[config.mk]
export PLATFORM = sky130hd
export DESIGN_NAME = reg_bank_arbiter
export DESIGN_NICKNAME = d
export VERILOG_FILES = /design/src/rtl/reg_bank_arbiter_pkg.sv /design/src/rtl/reg_bank_arbiter_bank.sv /design/src/rtl/reg_bank_arbiter.sv
export SDC_FILE = /design/constraint.sdc
export NUM_CORES = 1
export LEC_CHECK = 0
export BUFFER_PORTS_ARGS = -buffer_cell sky130_fd_sc_hd__buf_2
export CORE_ASPECT_RATIO = 0.6
export CORE_MARGIN = 5
export CORE_UTILIZATION = 58
export CTS_BUF_LIST = sky130_fd_sc_hd__clkbuf_8 sky130_fd_sc_hd__clkbuf_16
export CTS_CLUSTER_SIZE = 10
export DETAILED_ROUTE_END_ITERATION = 7
export GPL_TIMING_DRIVEN = 0
export PLACE_DENSITY_LB_ADDON = 0.1
export SLEW_MARGIN = 15
export SYNTH_ARGS = -nofsm -noshare
export SYNTH_HDL_FRONTEND = slang
export SYNTH_SLANG_ARGS = --single-unit
[constraint.sdc]
create_clock -name clk -period 3.79 [get_ports clk]
set_clock_uncertainty 0.15 [all_clocks]
set_input_delay 0.758 -clock clk [delete_from_list [all_inputs] [get_ports clk]]
set_output_delay 0.758 -clock clk [all_outputs]
set_load 0.03 [all_outputs]
[src/rtl/reg_bank_arbiter_pkg.sv]
// Shared types and defaults for the register-bank arbiter slice.
package reg_bank_arbiter_pkg;

    // Transaction sequencer states
    typedef enum logic [1:0] {
        ST_IDLE = 2'd0,
        ST_ACC  = 2'd1,
        ST_DONE = 2'd2
    } arb_state_e;

    localparam int NUM_REQ_DEF = 4;
    localparam int DATA_W_DEF  = 16;
    localparam int ADDR_W_DEF  = 3;

    // Increment an index and wrap it back to zero at n
    function automatic int unsigned wrap_inc(input int unsigned idx, input int unsigned n);
        int unsigned nxt;
        nxt = 32'd0;
        if (idx + 32'd1 >= n) begin
            nxt = 32'd0;
        end else begin
            nxt = idx + 32'd1;
        end
        return nxt;
    endfunction

endpackage

[src/rtl/reg_bank_arbiter_bank.sv]
// DEPTH x DATA_W register bank: async active-low clear, synchronous
// single-port write, combinational read of the addressed word.
module reg_bank
    import reg_bank_arbiter_pkg::*;
#(
    parameter int DATA_W = DATA_W_DEF,
    parameter int ADDR_W = ADDR_W_DEF
) (
    input  logic              clk,
    input  logic              rst_n,
    input  logic              we,
    input  logic [ADDR_W-1:0] addr,
    input  logic [DATA_W-1:0] wdata,
    output logic [DATA_W-1:0] rdata
);

    localparam int DEPTH = 2 ** ADDR_W;

    logic [DATA_W-1:0] mem_q [DEPTH];
    logic [DATA_W-1:0] mem_d [DEPTH];

    // Next-state of every word: only the addressed word changes on a write
    always_comb begin
        for (int i = 0; i < DEPTH; i++) begin
            mem_d[i] = mem_q[i];
        end
        if (we) begin
            mem_d[addr] = wdata;
        end else begin
            mem_d[addr] = mem_q[addr];
        end
    end

    // Storage flops, cleared to zero by reset
    always_ff @(posedge clk or negedge rst_n) begin
        if (!rst_n) begin
            for (int i = 0; i < DEPTH; i++) begin
                mem_q[i] <= '0;
            end
        end else begin
            for (int i = 0; i < DEPTH; i++) begin
                mem_q[i] <= mem_d[i];
            end
        end
    end

    assign rdata = mem_q[addr];

endmodule

[src/rtl/reg_bank_arbiter.sv]
// Round-robin arbiter sharing one register bank between NUM_REQ
// requesters. Each transaction runs IDLE -> ACC -> DONE: the winner's
// request is captured in IDLE, the bank is accessed in ACC and the
// acknowledge with read data is presented for the single DONE cycle.
module reg_bank_arbiter
    import reg_bank_arbiter_pkg::*;
#(
    parameter int NUM_REQ = NUM_REQ_DEF,
    parameter int DATA_W  = DATA_W_DEF,
    parameter int ADDR_W  = ADDR_W_DEF
) (
    input  logic                        clk,
    input  logic                        rst_n,
    input  logic [NUM_REQ-1:0]          req,
    input  logic [NUM_REQ-1:0]          we,
    input  logic [NUM_REQ*ADDR_W-1:0]   addr,
    input  logic [NUM_REQ*DATA_W-1:0]   wdata,
    output logic [NUM_REQ-1:0]          gnt,
    output logic [NUM_REQ-1:0]          ack,
    output logic [DATA_W-1:0]           rdata,
    output logic                        busy
);

    localparam int PTR_W = (NUM_REQ > 1) ? $clog2(NUM_REQ) : 1;

    arb_state_e          state_q, state_d;
    logic [PTR_W-1:0]    rr_ptr_q, rr_ptr_d;
    logic [NUM_REQ-1:0]  gnt_q, gnt_d;
    logic [NUM_REQ-1:0]  ack_q, ack_d;
    logic                busy_q, busy_d;
    logic [DATA_W-1:0]   rdata_q, rdata_d;
    logic                hold_we_q, hold_we_d;
    logic [ADDR_W-1:0]   hold_addr_q, hold_addr_d;
    logic [DATA_W-1:0]   hold_wdata_q, hold_wdata_d;

    logic                win_found_s;
    logic [PTR_W-1:0]    win_idx_s;
    logic                sel_we_s;
    logic [ADDR_W-1:0]   sel_addr_s;
    logic [DATA_W-1:0]   sel_wdata_s;
    logic                bank_we_s;
    logic [DATA_W-1:0]   bank_rdata_s;

    // Round-robin search: first pass from rr_ptr upward, second pass wraps to 0
    always_comb begin
        win_found_s = 1'b0;
        win_idx_s   = '0;
        for (int i = 0; i < NUM_REQ; i++) begin
            if (!win_found_s && req[i] && (i >= int'(rr_ptr_q))) begin
                win_found_s = 1'b1;
                win_idx_s   = PTR_W'(i);
            end else begin
                win_found_s = win_found_s;
            end
        end
        for (int i = 0; i < NUM_REQ; i++) begin
            if (!win_found_s && req[i]) begin
                win_found_s = 1'b1;
                win_idx_s   = PTR_W'(i);
            end else begin
                win_found_s = win_found_s;
            end
        end
    end

    assign sel_we_s    = we[win_idx_s];
    assign sel_addr_s  = addr[int'(win_idx_s) * ADDR_W +: ADDR_W];
    assign sel_wdata_s = wdata[int'(win_idx_s) * DATA_W +: DATA_W];

    // The bank only ever sees the captured request, never live inputs
    assign bank_we_s = (state_q == ST_ACC) && hold_we_q;

    reg_bank #(
        .DATA_W (DATA_W),
        .ADDR_W (ADDR_W)
    ) u_bank (
        .clk   (clk),
        .rst_n (rst_n),
        .we    (bank_we_s),
        .addr  (hold_addr_q),
        .wdata (hold_wdata_q),
        .rdata (bank_rdata_s)
    );

    // FSM state register
    always_ff @(posedge clk or negedge rst_n) begin
        if (!rst_n) begin
            state_q <= ST_IDLE;
        end else begin
            state_q <= state_d;
        end
    end

    // FSM next-state: IDLE waits for any request, ACC and DONE last one cycle
    always_comb begin
        state_d = state_q;
        case (state_q)
            ST_IDLE: begin
                if (win_found_s) begin
                    state_d = ST_ACC;
                end else begin
                    state_d = ST_IDLE;
                end
            end
            ST_ACC:  state_d = ST_DONE;
            ST_DONE: state_d = ST_IDLE;
            default: state_d = ST_IDLE;
        endcase
    end

    // FSM outputs and datapath next values for each state
    always_comb begin
        rr_ptr_d     = rr_ptr_q;
        gnt_d        = gnt_q;
        ack_d        = ack_q;
        busy_d       = busy_q;
        rdata_d      = rdata_q;
        hold_we_d    = hold_we_q;
        hold_addr_d  = hold_addr_q;
        hold_wdata_d = hold_wdata_q;
        case (state_q)
            ST_IDLE: begin
                ack_d = '0;
                if (win_found_s) begin
                    gnt_d        = NUM_REQ'(1) << win_idx_s;
                    busy_d       = 1'b1;
                    rr_ptr_d     = PTR_W'(wrap_inc(32'(win_idx_s), 32'(NUM_REQ)));
                    hold_we_d    = sel_we_s;
                    hold_addr_d  = sel_addr_s;
                    hold_wdata_d = sel_wdata_s;
                end else begin
                    gnt_d  = '0;
                    busy_d = 1'b0;
                end
            end
            ST_ACC: begin
                ack_d  = gnt_q;
                busy_d = 1'b1;
                if (hold_we_q) begin
                    rdata_d = hold_wdata_q;
                end else begin
                    rdata_d = bank_rdata_s;
                end
            end
            ST_DONE: begin
                ack_d  = '0;
                gnt_d  = '0;
                busy_d = 1'b0;
            end
            default: begin
                ack_d  = '0;
                gnt_d  = '0;
                busy_d = 1'b0;
            end
        endcase
    end

    // Datapath and output registers
    always_ff @(posedge clk or negedge rst_n) begin
        if (!rst_n) begin
            rr_ptr_q     <= '0;
            gnt_q        <= '0;
            ack_q        <= '0;
            busy_q       <= 1'b0;
            rdata_q      <= '0;
            hold_we_q    <= 1'b0;
            hold_addr_q  <= '0;
            hold_wdata_q <= '0;
        end else begin
            rr_ptr_q     <= rr_ptr_d;
            gnt_q        <= gnt_d;
            ack_q        <= ack_d;
            busy_q       <= busy_d;
            rdata_q      <= rdata_d;
            hold_we_q    <= hold_we_d;
            hold_addr_q  <= hold_addr_d;
            hold_wdata_q <= hold_wdata_d;
        end
    end

    assign gnt   = gnt_q;
    assign ack   = ack_q;
    assign busy  = busy_q;
    assign rdata = rdata_q;

endmodule

==> results by group <==
Setup path
  • CP Launch Type: register
  • Worst path max stage delay: 0.59 ns
  • CP cell instances: buf_4, buf_4, buf_4, mux2i_1, nand2_1, o21ai_2, o21ai_1
  • Most common cell on crit path: buf_4
  • Worst Path Required: 3.92 ns
  • CP Buf/Inv Count: 3
  • Worst path slowest cell: mux2i_1
  • R2r endpoint: u_bank.mem_q[119]
  • Worst Path Class, Setup: register to register
  • R2r startpoint: hold_addr_q[0]
  • Worst Reg-to-Reg Cells: 7
  • Critical Path End Type: register
  • Worst EP arrival: 2.81 ns
  • Worst reg2reg setup slack: 1.11 ns
  • Cell family with most CP delay: buffers and inverters
  • Critical Path Fanout Max: 10

CTS
  • Clock slew at reported path FFs: 0.08 ns
  • CTS tree: built
  • Hold_buf cts: 0
  • CTS Buf Count: 17
  • H-tree Lvls: 4
  • Clock Path Buffers: 2
  • Clock latency on the worst-skew pair: 0.43 ns
  • Clock sinks: 177
  • Setup Buffers After CTS: 0
  • Clock Tree Root: clkbuf_16
  • Cts repair resizes: 0

Global routing
  • Largest net degree at the start of global routing: 106
  • Antenna violations before repair: 0
  • Grt ovf: 0
  • First-pass GRT wire length: 39,410 um
  • Number of global-route vias before repair: 6,895
  • Overall routing resource usage: 31.41%

Floorplan
  • Die Ht: 103.1 um
  • Die Area: 0.01702 mm2
  • Placeable Area: 0.01434 mm2
  • Starting Density: 58.40%
  • Top Ports: 111
  • Row count: 34
  • Die W: 165.1 um

STA
  • Final worst slack: 1.112 ns
  • Slew Viols, Final: 0
  • FMAX: 0.3734 GHz
  • Rel. slew slack: 39.57%
  • # setup viols final: 0
  • Fin crit period: 2.678 ns
  • Final hold vios: 0
  • Fin crit share: 70.66%
  • Unrepaired setup endpoints after global routing: no
  • Worst slew pin tran: 0.9065 ns

Power and ir drop
  • VDD IR max: 485.8 uV
  • Overall Power: 9.526 mW
  • Leakage power: 4.709 nW
  • P per Cell Area: 970.6 mW/mm2

Logic synthesis
  • Async S/R FF share, synth: 100.0%
  • Yosys top cell area share: 52.90%
  • Post-synth EDFFs: 0
  • Synth area leader: dfrtp_1
  • Synth Cell Area: 0.008373 mm2
  • Post-Synthesis Cells: 803
  • Syn_nets: 893
  • Yosys warnings: 0
  • Synth Area per Inst: 10.43 um2
  • Top_reg_cell synth: dfrtp_1
  • Post-synthesis cell type count: 52
  • Top cells by area, synth: dfrtp_1 (53%), nand2_1 (8.4%), mux2i_1 (6.8%)
  • Sequential area share after synthesis: 52.90%
  • Number of synthesized register bits: 177

Final layout
  • Finished Layout Cells: 1,144
  • Layout Nets: 1,023
  • Area of the multi-input gates: 0.003605 mm2
  • Area Overhead vs Synth: 17.21%
  • Filler cell count in the final layout: 1,085
  • Share of cells above drive strength 1: 23.47%
  • Sequential Area: 0.004429 mm2
  • # diodes: 0

Route
  • Drt first pass iters: 5
  • WL final: 26,000 um
  • DRC errors left: 0
  • Detailed Route Iter0 Violations: 871
  • Antenna viol nets, final: 0
  • Vias: 7,070
  • Wire length per cell: 22.73 um
  • Drt via density: 6.180

Place
  • Inst Count DP: 1,112
  • Dpl hpwl: 18,380 um
  • IO Port Bufs: 110
  • Routability cong.: 0.9325
  • Place WS: 1.061 ns

Min path
  • Worst Hold Class: input pin to async pin

Run status
  • Status: complete, no violations

Flow run
  • Max-cap check violation count: 0
## worst register-to-register path: stages, from the launching register on
cell     delay, ns
dfrtp_1       0.49
buf_4         0.26
buf_4         0.26
buf_4         0.28
mux2i_1       0.59
nand2_1       0.15
o21ai_2       0.20
o21ai_1       0.13
## power breakdown
part	leakage (nW)	switching [mW]	internal, mW
Combinational	2.11	3.02	1.53
Sequential	2.30	0.478	2.67
Clock	0.299	0.812	1.02
## routing by layer
layer	GRT usage (%)	vias up	part of all wire [%]	wire length (um)
met2	46.21	410	44	11520
met4	9.073	0	2.0	511
met5	0	-	0	0
li1	-	3108	-	-
met3	8.190	46	12	2997
met1	46.43	3506	42	10970
## worst max path at each step
stage                        start                 to  cells after the start
floorplan                   req[2]        rr_ptr_q[1]                      9
global placement             rst_n    hold_wdata_q[0]                      1
detailed placement          req[2]   hold_wdata_q[12]                      8
CTS                 hold_addr_q[1]    u_bank.mem_q[7]                      7
global route        hold_addr_q[1]    u_bank.mem_q[7]                      7
finish              hold_addr_q[0]  u_bank.mem_q[119]                      7
## placed cells by master, fill, tap and decap left out, drive strengths merged, types with 9 or more instances in the layout
master / instances
inv: 15
o21ai: 148
o221ai: 20
buf: 141
mux2i: 60
nand3: 16
clkbuf: 49
mux4: 18
a21oi: 9
dfrtp: 177
nand2: 187
## cells in the mapped netlist, types with 2 or more instances
| library cell | n |
|---|---|
| nor2b_1 | 3 |
| mux2_2 | 7 |
| buf_4 | 5 |
| mux2i_2 | 2 |
| ha_1 | 4 |
| o221ai_1 | 20 |
| or3_1 | 2 |
| and3_1 | 8 |
| or3b_1 | 2 |
| nor2_1 | 8 |
| o211ai_1 | 8 |
| nand3b_1 | 4 |
| and2_1 | 5 |
| o21ai_0 | 63 |
| mux4_2 | 18 |
| o21ai_2 | 17 |
| a211oi_1 | 2 |
| and3b_1 | 6 |
| buf_6 | 5 |
| buf_2 | 19 |
| nand2b_1 | 7 |
| o21ai_1 | 68 |
| nand3_1 | 16 |
| a31oi_1 | 4 |
| clkbuf_1 | 31 |
| a21o_1 | 6 |
| mux2i_1 | 57 |
| o22ai_1 | 4 |
| nor3b_1 | 2 |
| a21oi_1 | 8 |
| dfrtp_1 | 177 |
| nand2_1 | 187 |
| inv_1 | 7 |
| a221o_1 | 3 |
## cell families (layout without fill, tap and decap cells)
group | count (synthesis) | after routing | synth area share (%)
mux | 85 | 85 | 13.19
buf+inv | 69 | 212 | 4.050
simple gates | 255 | 255 | 13.45
fa+ha+maj | 4 | 4 | 0.5978
flops | 177 | 177 | 52.90
compound gates | 213 | 213 | 15.81
## cell type report
cell class	count	area share, %
buffer	61	3.149
clock buffer	18	4.475
clock inverter	14	1.696
inverter	8	0.3060
multi-input combinational	557	36.73
sequential	177	45.13
tap	198	2.524
timing repair buffer	111	5.992
## per-stage QoR
stage / instance area (um2) / utilization (%) / setup TNS [ns] / hold WS, ns
final: 9814 / 68.46 / 0 / 0.2239
after global routing: 9814 / 68.46 / 0 / 0.2904
after CTS: 9814 / 68.46 / 0 / 0.2607
after detailed placement: 9209 / 64.23 / 0 / 0.2800
after global placement: 9171 / 63.97 / -147.72 / 0.2743
after floorplan: 8373 / - / 0 / 0.2560
## registers in the layout, indices dropped and copies added (netlist names)
name          cells
state_q           2
busy              1
gnt               4
hold_wdata_q     16
rdata            16
hold_addr_q       3
rr_ptr_q          2
ack               4
u_bank.mem_q    128
hold_we_q         1
No activity file was read; power rests on OpenSTA's default activity.
